$ cat src/rtl/bus_cycle_ctrl_8088.sv
// ---------------------------------------------------------------------------
// bus_cycle_ctrl_8088
//
// Turns single read/write requests on a valid/ready port into 8088-style
// T1-T2-T3-(Tw)*-T4 bus cycles on a multiplexed address/data bus. Wait
// states come from a forced minimum (MIN_WAIT) and from the target holding
// ready_pin low. A cycle that is still waiting after TIMEOUT Tw cycles is
// aborted and reported through rsp_timeout. Tristate resolution of the data
// bus is done by the surrounding top level.
//
// Ports
//   clk, reset            rising-edge clock, asynchronous active-low reset
//   req_valid/req_ready   request handshake; req_write/addr/wdata describe it
//   rsp_valid             one-cycle completion pulse (in T4)
//   rsp_rdata             read data, 0 for writes and aborted cycles
//   rsp_timeout           qualifies rsp_valid: the cycle was aborted
//   Direction, ale, RD_WR address, address latch enable, 1 = write
//   Data_out, Data_oe     write data toward the bus and its output enable
//   Data_in, ready_pin    resolved bus data, target ready (used in T3/Tw)
//   busy                  a bus cycle is in progress
// ---------------------------------------------------------------------------
module bus_cycle_ctrl_8088 #(
  parameter int ADDR_W   = 20,
  parameter int DATA_W   = 16,
  parameter int MIN_WAIT = 0,
  parameter int TIMEOUT  = 15
) (
  input  logic              clk,
  input  logic              reset,
  input  logic              req_valid,
  output logic              req_ready,
  input  logic              req_write,
  input  logic [ADDR_W-1:0] req_addr,
  input  logic [DATA_W-1:0] req_wdata,
  output logic              rsp_valid,
  output logic [DATA_W-1:0] rsp_rdata,
  output logic              rsp_timeout,
  output logic [ADDR_W-1:0] Direction,
  output logic              ale,
  output logic              RD_WR,
  output logic [DATA_W-1:0] Data_out,
  output logic              Data_oe,
  input  logic [DATA_W-1:0] Data_in,
  input  logic              ready_pin,
  output logic              busy
);

  localparam int CNT_W = $clog2(TIMEOUT + 1);

  typedef enum logic [2:0] {
    S_IDLE, S_T1, S_T2, S_T3, S_TW, S_T4
  } state_e;

  state_e              state_q,       state_d;
  logic [CNT_W-1:0]    wait_cnt_q,    wait_cnt_d;
  logic                wr_q,          wr_d;
  logic [ADDR_W-1:0]   addr_q,        addr_d;
  logic [DATA_W-1:0]   wdata_q,       wdata_d;
  logic [DATA_W-1:0]   data_out_q,    data_out_d;
  logic                data_oe_q,     data_oe_d;
  logic                ale_q,         ale_d;
  logic                rsp_valid_q,   rsp_valid_d;
  logic [DATA_W-1:0]   rsp_rdata_q,   rsp_rdata_d;
  logic                rsp_timeout_q, rsp_timeout_d;
  logic                busy_q,        busy_d;

  logic accept;
  logic wait_met;
  logic wait_expired;

  // Saturating wait counter increment; never runs past TIMEOUT.
  function automatic logic [CNT_W-1:0] sat_inc(input logic [CNT_W-1:0] v);
    if (int'(v) < TIMEOUT) return v + 1'b1;
    return v;
  endfunction

  // Held low during reset so nothing is accepted while the bus is forced idle.
  assign req_ready    = reset && (state_q == S_IDLE || state_q == S_T4);
  assign accept       = req_valid && req_ready;
  assign wait_met     = (int'(wait_cnt_q) >= MIN_WAIT);
  assign wait_expired = (int'(wait_cnt_q) == TIMEOUT);

  always_comb begin
    state_d       = state_q;
    wait_cnt_d    = wait_cnt_q;
    wr_d          = wr_q;
    addr_d        = addr_q;
    wdata_d       = wdata_q;
    data_out_d    = data_out_q;
    data_oe_d     = 1'b0;
    ale_d         = 1'b0;
    rsp_valid_d   = 1'b0;
    rsp_rdata_d   = rsp_rdata_q;
    rsp_timeout_d = 1'b0;

    case (state_q)
      S_IDLE, S_T4: begin
        state_d = S_IDLE;
        if (accept) begin
          state_d    = S_T1;
          wr_d       = req_write;
          addr_d     = req_addr;
          wdata_d    = req_wdata;
          wait_cnt_d = '0;
          ale_d      = 1'b1;
        end
      end
      S_T1: begin
        state_d = S_T2;
        if (wr_q) begin
          data_oe_d  = 1'b1;
          data_out_d = wdata_q;
        end
      end
      S_T2: begin
        state_d   = S_T3;
        data_oe_d = wr_q;
      end
      S_T3, S_TW: begin
        // A ready target only ends the cycle once the forced waits are done;
        // that check wins over the timeout when both apply.
        if (ready_pin && wait_met) begin
          state_d     = S_T4;
          rsp_valid_d = 1'b1;
          rsp_rdata_d = wr_q ? '0 : Data_in;
        end else if (wait_expired) begin
          state_d       = S_T4;
          rsp_valid_d   = 1'b1;
          rsp_timeout_d = 1'b1;
          rsp_rdata_d   = '0;
        end else begin
          state_d    = S_TW;
          wait_cnt_d = sat_inc(wait_cnt_q);
          data_oe_d  = wr_q;
        end
      end
      default: state_d = S_IDLE;
    endcase

    busy_d = (state_d != S_IDLE);
  end

  // Single register stage: all bus outputs reflect the state being entered.
  always_ff @(posedge clk or negedge reset) begin
    if (!reset) begin
      state_q       <= S_IDLE;
      wait_cnt_q    <= '0;
      wr_q          <= 1'b0;
      addr_q        <= '0;
      wdata_q       <= '0;
      data_out_q    <= '0;
      data_oe_q     <= 1'b0;
      ale_q         <= 1'b0;
      rsp_valid_q   <= 1'b0;
      rsp_rdata_q   <= '0;
      rsp_timeout_q <= 1'b0;
      busy_q        <= 1'b0;
    end else begin
      state_q       <= state_d;
      wait_cnt_q    <= wait_cnt_d;
      wr_q          <= wr_d;
      addr_q        <= addr_d;
      wdata_q       <= wdata_d;
      data_out_q    <= data_out_d;
      data_oe_q     <= data_oe_d;
      ale_q         <= ale_d;
      rsp_valid_q   <= rsp_valid_d;
      rsp_rdata_q   <= rsp_rdata_d;
      rsp_timeout_q <= rsp_timeout_d;
      busy_q        <= busy_d;
    end
  end

  assign Direction   = addr_q;
  assign RD_WR       = wr_q;
  assign ale         = ale_q;
  assign Data_out    = data_out_q;
  assign Data_oe     = data_oe_q;
  assign rsp_valid   = rsp_valid_q;
  assign rsp_rdata   = rsp_rdata_q;
  assign rsp_timeout = rsp_timeout_q;
  assign busy        = busy_q;

endmodule

$ cat config.mk
export PLATFORM = sky130hd
export DESIGN_NAME = bus_cycle_ctrl_8088
export DESIGN_NICKNAME = d
export VERILOG_FILES = /design/src/rtl/bus_cycle_ctrl_8088.sv
export SDC_FILE = /design/constraint.sdc
export NUM_CORES = 1
export LEC_CHECK = 0
export CAP_MARGIN = 5
export CORE_MARGIN = 2
export CORE_UTILIZATION = 48
export CTS_CLUSTER_SIZE = 16
export DETAILED_ROUTE_END_ITERATION = 12
export PLACE_DENSITY = 0.94
export SLEW_MARGIN = 40
export SYNTH_ARGS = -nofsm -noshare
export SYNTH_HDL_FRONTEND = slang
export SYNTH_SLANG_ARGS = --single-unit
$ cat constraint.sdc
create_clock -name clk -period 2.8 [get_ports clk]
set_input_delay 0.56 -clock clk [delete_from_list [all_inputs] [get_ports clk]]
set_output_delay 0.56 -clock clk [all_outputs]
set_load 0.1 [all_outputs]
==> impl_summary.txt <==
----------------------------------------------------
[Critical path]
  Data required, critical path ... 2240 ps
  Highest fanout seen on the critical path ... 9
  Worst setup path class ... reg -> out
  Kind of start point of the critical path ... flop
  Arrival time of the worst setup path ... 1650 ps
  CP endpoint kind ... output port
  Setup slack of the most critical reg-to-reg path ... 780 ps

[Clock network]
  Maximum buffer depth of the clock tree ... 2
  Total of cells resized after clock tree synthesis ... 0
  Num CTS Buffers ... 9
  Clock slew at reported path FFs ... 80 ps
  TritonCTS Sinks ... 81
  TritonCTS clock tree ... built
  Later-pin clock latency in the skew report ... 350 ps
  Depth of the CTS H-tree ... 3
  Clk root buf ... clkbuf_8
  Hold bufs inserted after CTS ... 0
  Post-CTS Repair Setup Buffers ... 0

[Layout]
  Total Nets Final ... 403
  Post-route standard cell area excluding fillers ... 4480 sq um
  Number of antenna repair diodes ... 0
  Proportion of layout cells with a drive suffix above 1 ... 0.303
  Number of filler cells placed in the layout ... 462
  Post-synthesis to final-layout area growth ... 39.7%

[Logic synthesis]
  Fraction of the mapped netlist area in simple logic gates ... 0.0742
  Synth Flop Type ... dfrtp_1
  Flop and latch count out of synthesis ... 81
  Xor and xnor area share after synthesis ... 0.00273
  Share of flip-flops with an asynchronous set or reset after synthesis ... 1.00
  Synthesis Warnings ... 0
  Synthesized Nets ... 284
  Post-synthesis average cell area ... 14.2 sq um
  EDFF count, synth ... 0
  Fraction of synthesized area in multiplexers ... 0.196
  Largest family of logic cells by synthesized area ... multiplexers
  Post-synthesis compound-gate area fraction ... 0.0605
  Post-Synth Adder-Cell Area ... 0.00390
  Number of unique standard cell types used by synthesis ... 37
  Part of the Yosys area used for sequential elements ... 0.633
  Post-synthesis cell count ... 226
  Post-synth design cell area ... 3200 sq um

[Timing]
  Post-route fraction of the period consumed by the critical path ... 0.788
  Post-route minimum period ... 2210 ps
  Clock Skew ... 8.01 ps
  Final setup violation count ... 0
  Final number of max-transition violations ... 0
  Hold Violations, Final ... 0
  Setup repair after global routing missed its margin ... false
  Highest attainable clock frequency ... 453 MHz
  Total Neg Setup Slack ... 0 ps
  Least-Margin Pin Slew ... 639 ps
  Normalized max-slew margin ... 0.574

[GRT]
  Via count of the first global-routing pass ... 2201
  First-pass GRT wire length ... 10600 um
  Antenna violations before repair ... 0
  Overall overflow remaining after global route ... 0
  Pin count of the biggest net entering global routing ... 73
  Combined global-route utilization of all metal layers ... 0.187

[Placement]
  Post-DP HPWL ... 4660 um
  Placement-stage cell area ... 4300 sq um
  Placer congestion estimate ... 0.781
  Count of input and output buffers ... 115

[Floorplanning]
  Starting density of the core ... 0.502
  Std-Cell Core Area ... 6390 sq um
  Overall die height ... 85.7 um
  Standard-cell row count ... 29
  Die W ... 85.7 um
  Count of boundary I/O pins ... 116
  DIE AREA ... 7350 sq um

[Drt]
  Number of remaining DRC errors ... 0
  Detailed-router iteration count before antenna repair ... 4
  Residual antenna-violating net count after detailed routing ... 0
  Total routed wirelength ... 6600 um
  Vias ... 2252
  Routed len/inst ... 15.5 um
  Avg Vias per Cell ... 5.27
  Initial drt markers ... 53

[Run status]
  Outcome ... finished clean

[Run]
  Max-Cap Viols ... 0

[Worst hold path]
  Min-delay worst type ... in -> async

----------------------------------------------------
-- Yosys cell counts (2+ instances only) --
cell type	count	area, sq um
nor2b_1	2	12.5
o21a_1	2	15.0
dfrtp_1	81	2030
a21oi_1	3	15.0
buf_2	4	20.0
inv_1	4	15.0
nor2_1	7	26.3
o21ai_0	10	50.1
buf_6	4	45.0
mux2_1	37	417
mux2_2	18	203
nor3_2	2	20.0
nand2_1	22	82.6
a22o_1	7	61.3
-- worst max-delay path, stage by stage, from the launching register on --
cell and delay, ps:
dfrtp_1 490, nor2b_1 230, nor4b_4 360, buf_12 220
-- final timing paths --
check,depth (start not counted),start,end
worst max-delay path,3,state_q[0],req_ready
worst min-delay path,1,reset,wait_cnt_q[2]
worst max register to register,4,state_q[1],wait_cnt_q[0]
worst min register to register,1,wdata_q[12],wdata_q[12]
max in group asynchronous,2,reset,state_q[2]
min in group clk,1,wdata_q[12],wdata_q[12]
-- layer usage --
| layer | GRT usage | vias up | share of wire |
|---|---|---|---|
| li1 | - | 1034 | - |
| met1 | 0.227 | 1126 | 0.40 |
| met2 | 0.317 | 83 | 0.52 |
| met3 | 0.0491 | 9 | 0.062 |
| met4 | 0.0779 | 0 | 0.013 |
| met5 | 0 | - | 0 |
-- area by class of cell --
type / count / area, sq um / share of cell area
Tap cell: 77 / 96.3 / 0.0215
Clock inverter: 7 / 53.8 / 0.0120
Inverter: 5 / 18.8 / 0.00419
Timing Repair Buffer: 118 / 1050 / 0.235
Multi-Input combinational cell: 130 / 1100 / 0.247
Sequential cell: 81 / 2030 / 0.453
Clock buffer: 9 / 124 / 0.0277
-- stage by stage --
stage / instances / utilization / setup slack [ps] / hold WS (ps)
floorplan: 226 / - / 464 / 264
finish: 427 / 0.701 / 594 / 37.3
global route: 427 / 0.701 / 515 / 28.2
detailed placement: 411 / 0.673 / 669 / 411
CTS: 427 / 0.701 / 565 / 30.2
global placement: 411 / 0.671 / 572 / 406
-- flip-flops by register name, summed over array words and instances, names as in the netlist --
name and count:
rsp_rdata 16, state_q 3, wait_cnt_q 4, rsp_valid 1, ale 1, Data_out 16
Data_oe 1, busy 1, rsp_timeout 1, wdata_q 16, Direction 20, RD_WR 1
-- placed cells by master, fill, tap and decap left out, types with 2 or more instances in the layout --
cell type	instances
dfrtp_1	81
nor2_1	7
o21a_1	2
mux2_1	37
nor2b_1	2
nand2_1	22
clkinvlp_4	3
clkbuf_8	9
inv_6	3
inv_1	4
mux2_2	18
buf_12	2
o21ai_0	10
a21oi_1	3
a22o_1	7
clkdlybuf4s50_1	55
nor3_2	2
buf_4	60
-- kinds of logic after synthesis --
logic type                 count (synthesis)
and+or+nand+nor                           43
muxes                                     56
adders and majority gates                  1
xor gates and xnor gates                   1
buffers and inverters                     15
DFF                                       81
AOI/OAI and AO/OA                         29
Power is left out: the tool's default activity adds up to more than one toggle a clock period on the data nets, which glitch-free logic cannot reach.
==> edit 1 (config.mk and constraints unchanged) <==
The output `rsp_timeout` loses its register stage (`rsp_timeout_q` becomes a continuous assignment).
--- a/src/rtl/bus_cycle_ctrl_8088.sv
+++ b/src/rtl/bus_cycle_ctrl_8088.sv
@@ -153,7 +153,6 @@
       ale_q         <= 1'b0;
       rsp_valid_q   <= 1'b0;
       rsp_rdata_q   <= '0;
-      rsp_timeout_q <= 1'b0;
       busy_q        <= 1'b0;
     end else begin
       state_q       <= state_d;
@@ -166,10 +165,11 @@
       ale_q         <= ale_d;
       rsp_valid_q   <= rsp_valid_d;
       rsp_rdata_q   <= rsp_rdata_d;
-      rsp_timeout_q <= rsp_timeout_d;
       busy_q        <= busy_d;
     end
   end
+
+  assign rsp_timeout_q = rsp_timeout_d;
 
   assign Direction   = addr_q;
   assign RD_WR       = wr_q;
Check against the original RTL: same outputs for any inputs over 10 cycles, from zero or initial values and one cycle with reset low; that may be too few to reach the edited logic, so the function may still have changed.
==> edit 1 against the unedited design <==
Critical path depth is 1 higher; non-clock buffer count is 1 higher; final area is 0.84% higher; global-route usage is 0.34 points higher; sequential cell count is 1 lower; synthesized area is 0.78% lower; wire length is 1.8% higher; setup slack worse by 0.22 ns.
Power is not shown: default switching activity piles up to over one toggle a cycle in this logic, so the estimate is an artifact.
==> edit 1: results (changes against the unedited design) <==
CLK BUF 12 (was 9); Synth Area in XOR/XNOR 0.00275 (was 0.00273); first-pass GRT wire length 10800 um (was 10600 um); fraction of area in registers 0.443 (was 0.453); Layout area overhead 42.0% (was 39.7%); status complete, no violations (unchanged); area of placed instances 4280 um2 (was 4300 um2); M1 GR Usage 0.231 (was 0.227); Layout fillers 458 (was 462); Crit Path Max Fanout 12 (was 9); top cells by area, synth dfrtp_1 (63%), mux2_1 (13%), mux2_2 (6.4%) (was dfrtp_1 (63%), mux2_1 (13%), mux2_2 (6.3%)); worst stage delay on the critical path 0.66 ns (was 0.49 ns); Crit path arrival time 1.86 ns (was 1.65 ns); NonClk Buf Share 0.238 (was 0.235); worst hold path type in -> async (unchanged); nonclk buf count 119 (was 118); Reg2Reg Setup Slack 0.77 ns; initial DRC count 68 (was 53); post-route met1 wirelength 2830 um (was 2660 um); worst slew pin tran 0.666 ns (was 0.639 ns); Via density 5.13 (was 5.27); Total GRT Usage 0.190 (was 0.187); mux share of post-synthesis cell area 0.198 (was 0.196); DP Worst Slack 0.478 ns (was 0.669 ns); family with the most delay on the worst path flip-flops (was simple AND/OR/NAND/NOR gates); vias in the first global route 2330 (was 2201); met3 WL post-DR 345 um (was 406 um); most common library cells after synthesis dfrtp_1 (80), mux2_1 (37), nand2_1 (22) (was dfrtp_1 (81), mux2_1 (37), nand2_1 (22)); largest net degree at the start of global routing 69 (was 73); Synth Area in Adders 0.00394 (was 0.00390); postcts setup bufs 0 (unchanged); fin crit share 0.865 (was 0.788); Gate Count Post-Synth 225 (was 226); gpl congestion 0.795 (was 0.781); clock skew 0.0123 ns (was 0.00801 ns); clk_lat worst skew 0.33 ns (was 0.35 ns); TritonCTS Buffers 9 (unchanged); First-pass DRT Iterations 5 (was 4); routed wl met2 3480 um (was 3450 um); M2 GR Usage 0.326 (was 0.317); flops & latches, synth 80 (was 81); Syn Area/Cell 14.1 um2 (was 14.2 um2); count of non-filler cells in the finished layout 426 (was 427); sequential share of the synthesized area 0.630 (was 0.633); Syn Nets 283 (was 284); wire length per cell 15.8 um (was 15.5 um)
## edit 1: cell types whose count changed after synthesis
cell     delta
dfrtp_1     -1
## edit 1: logic make-up after synthesis
group / count (synthesis)
AO/OA/AOI/OAI: 29
buffers and inverters: 15
XOR/XNOR: 1
AND/OR/NAND/NOR: 43
flip-flops: 80
multiplexers: 56
adder cells (fa/ha/maj): 1
## edit 1: worst paths after layout
kind,to,startpoint
min in group clk,wdata_q[2]$_DFFE_PN0P_,wdata_q[2]$_DFFE_PN0P_
worst max-delay path,rsp_timeout,state_q[1]$_DFF_PN0_
worst max register to register,wait_cnt_q[0]$_DFFE_PN0P_,state_q[1]$_DFF_PN0_
worst min-delay path,wait_cnt_q[2]$_DFFE_PN0P_,reset
worst min register to register,wdata_q[2]$_DFFE_PN0P_,wdata_q[2]$_DFFE_PN0P_
max in group asynchronous,Data_out[10]$_DFFE_PN0P_,reset
==> edit 2 (same settings) <==
Without the edit above. Set the parameter `DATA_W` to 32 (it was 16).
--- a/src/rtl/bus_cycle_ctrl_8088.sv
+++ b/src/rtl/bus_cycle_ctrl_8088.sv
@@ -21,7 +21,7 @@
 // ---------------------------------------------------------------------------
 module bus_cycle_ctrl_8088 #(
   parameter int ADDR_W   = 20,
-  parameter int DATA_W   = 16,
+  parameter int DATA_W   = 32,
   parameter int MIN_WAIT = 0,
   parameter int TIMEOUT  = 15
 ) (
Interface: changed (resized Data_in, Data_out, req_wdata and rsp_rdata); port bits go from 116 to 180. No check against the original RTL was run, so the function may have changed too.
==> edit 2 against the unedited design <==
Setup slack lost 0.22 ns; critical path depth is the same; die area grew 51%; count of clock-buffer cells in the layout is 13 higher; synthesized area is 53% higher; first-iteration DRC count rose to 2.9 times the old value; wire length rose by 68%; worst hold slack better by 0.15 ns; final area grew 61%; fmax fell by 9.1%; sequential cell count increased by 48; highest routed layer unchanged.
Power is not shown: default switching activity piles up to over one toggle a cycle in this logic, so the estimate is an artifact.
==> edit 2: results (changes against the unedited design) <==
status complete, no violations (unchanged); Root Buffer clkbuf_8 (unchanged); share of post-route cells with drive strength above 1 0.418 (was 0.303); wire length per cell 17.0 um (was 15.5 um); Ys Warns 0 (unchanged); Reg2Reg Setup Slack 0.82 ns (was 0.78 ns); initial antenna violation count 0 (unchanged); H-tree depth 4 (was 3); worst stage delay on the critical path 0.56 ns (was 0.49 ns); family with the most delay on the worst path simple AND/OR/NAND/NOR gates (unchanged); postcts setup bufs 0 (unchanged); initial DRC count 154 (was 53); Worst setup startpoint state_q[2]$_DFF_PN0_ (was state_q[0]$_DFF_PN0_); clk_lat worst skew 0.50 ns (was 0.35 ns); RR Endpoint wdata_q[2]$_DFFE_PN0P_ (was wait_cnt_q[0]$_DFFE_PN0P_); Cell variety after synth 33 (was 37); worst hold path type in -> async (unchanged); Slowest-stage cell, CP dfrtp_1 (unchanged); gpl congestion 0.808 (was 0.781); Via density 5.16 (was 5.27); largest net degree at the start of global routing 74 (was 73); first-pass GRT wire length 18500 um (was 10600 um); Nets 599 (was 403); clock skew 0.00580 ns (was 0.00801 ns); most common library cells after synthesis dfrtp_1 (129), mux2_2 (82), a22o_1 (27) (was dfrtp_1 (81), mux2_1 (37), nand2_1 (22)); IO buf count 179 (was 115); Syn Nets 412 (was 284); clk slew on worst S/H paths 0.06 ns (was 0.08 ns); diode count 0 (unchanged); Total GRT Usage 0.216 (was 0.187); clk buf depth 2 (unchanged); First-pass DRT Iterations 4 (unchanged); vias in the first global route 3728 (was 2201); r2r worst-path depth 4 (unchanged); CTS Hold Bufs 0 (unchanged); cts repair resizes 0 (unchanged); HPWL after detailed placement 7700 um (was 4660 um); max-cap violations 0 (unchanged); async set or reset register ratio after synthesis 1.00 (unchanged); Crit path arrival time 1.87 ns (was 1.65 ns); worst slew pin tran 0.691 ns (was 0.639 ns); TritonCTS Buffers 17 (was 9); Crit Path Max Fanout 11 (was 9); sequential share of the synthesized area 0.657 (was 0.633); top cells by area, synth dfrtp_1 (66%), mux2_2 (19%), a22o_1 (4.8%) (was dfrtp_1 (63%), mux2_1 (13%), mux2_2 (6.3%))
-- edit 2: routing by layer --
metal / up-vias / GRT usage / wire length [um]
met2: 145 / 0.370 / 5730
met3: 23 / 0.0661 / 678
li1: 1532 / - / -
met4: 0 / 0.100 / 301
met1: 1679 / 0.247 / 4400
met5: - / 0 / 0
-- edit 2: metrics by stage --
| stage | hold WS (ns) | setup slack (ns) | util | cells | cell area [um2] |
|---|---|---|---|---|---|
| finish | 0.183 | 0.372 | 0.732 | 655 | 7220 |
| global route | 0.234 | 0.270 | 0.732 | 655 | 7220 |
| CTS | 0.200 | 0.329 | 0.732 | 655 | 7220 |
| detailed placement | 0.477 | 0.610 | 0.673 | 623 | 6640 |
| global placement | 0.464 | 0.641 | 0.673 | 623 | 6640 |
| floorplan | 0.264 | 0.483 | - | 322 | 4930 |
-- edit 2: area by class of cell --
type	instances	area, um2
flip-flops and latches	129	3230
fillers	648	2640
repair buffers	186	1640
multi-input cells	169	1580
clock buffers	22	443
well taps	133	166
clock inverters	10	135
inverters	6	22.5
-- edit 2: worst max-delay path by stage --
stage,end,slack [ns],cells after the start
after floorplan,req_ready,0.48,3
after global placement,wdata_q[29]$_DFFE_PN0P_,0.64,5
after detailed placement,Direction[19]$_DFFE_PN0P_,0.61,5
after CTS,req_ready,0.33,3
after global routing,req_ready,0.27,3
final,req_ready,0.37,3
-- edit 2: cells by family (layout without fill, tap and decap cells) --
group / Yosys count / after routing / share of synthesized area
muxes: 86 / 86 / 0.197
xor gates and xnor gates: 1 / 1 / 0.00178
and+or+nand+nor: 32 / 32 / 0.0369
DFF: 129 / 129 / 0.657
buffers and inverters: 24 / 224 / 0.0265
adders and majority gates: 1 / 1 / 0.00255
AOI/OAI and AO/OA: 49 / 49 / 0.0777
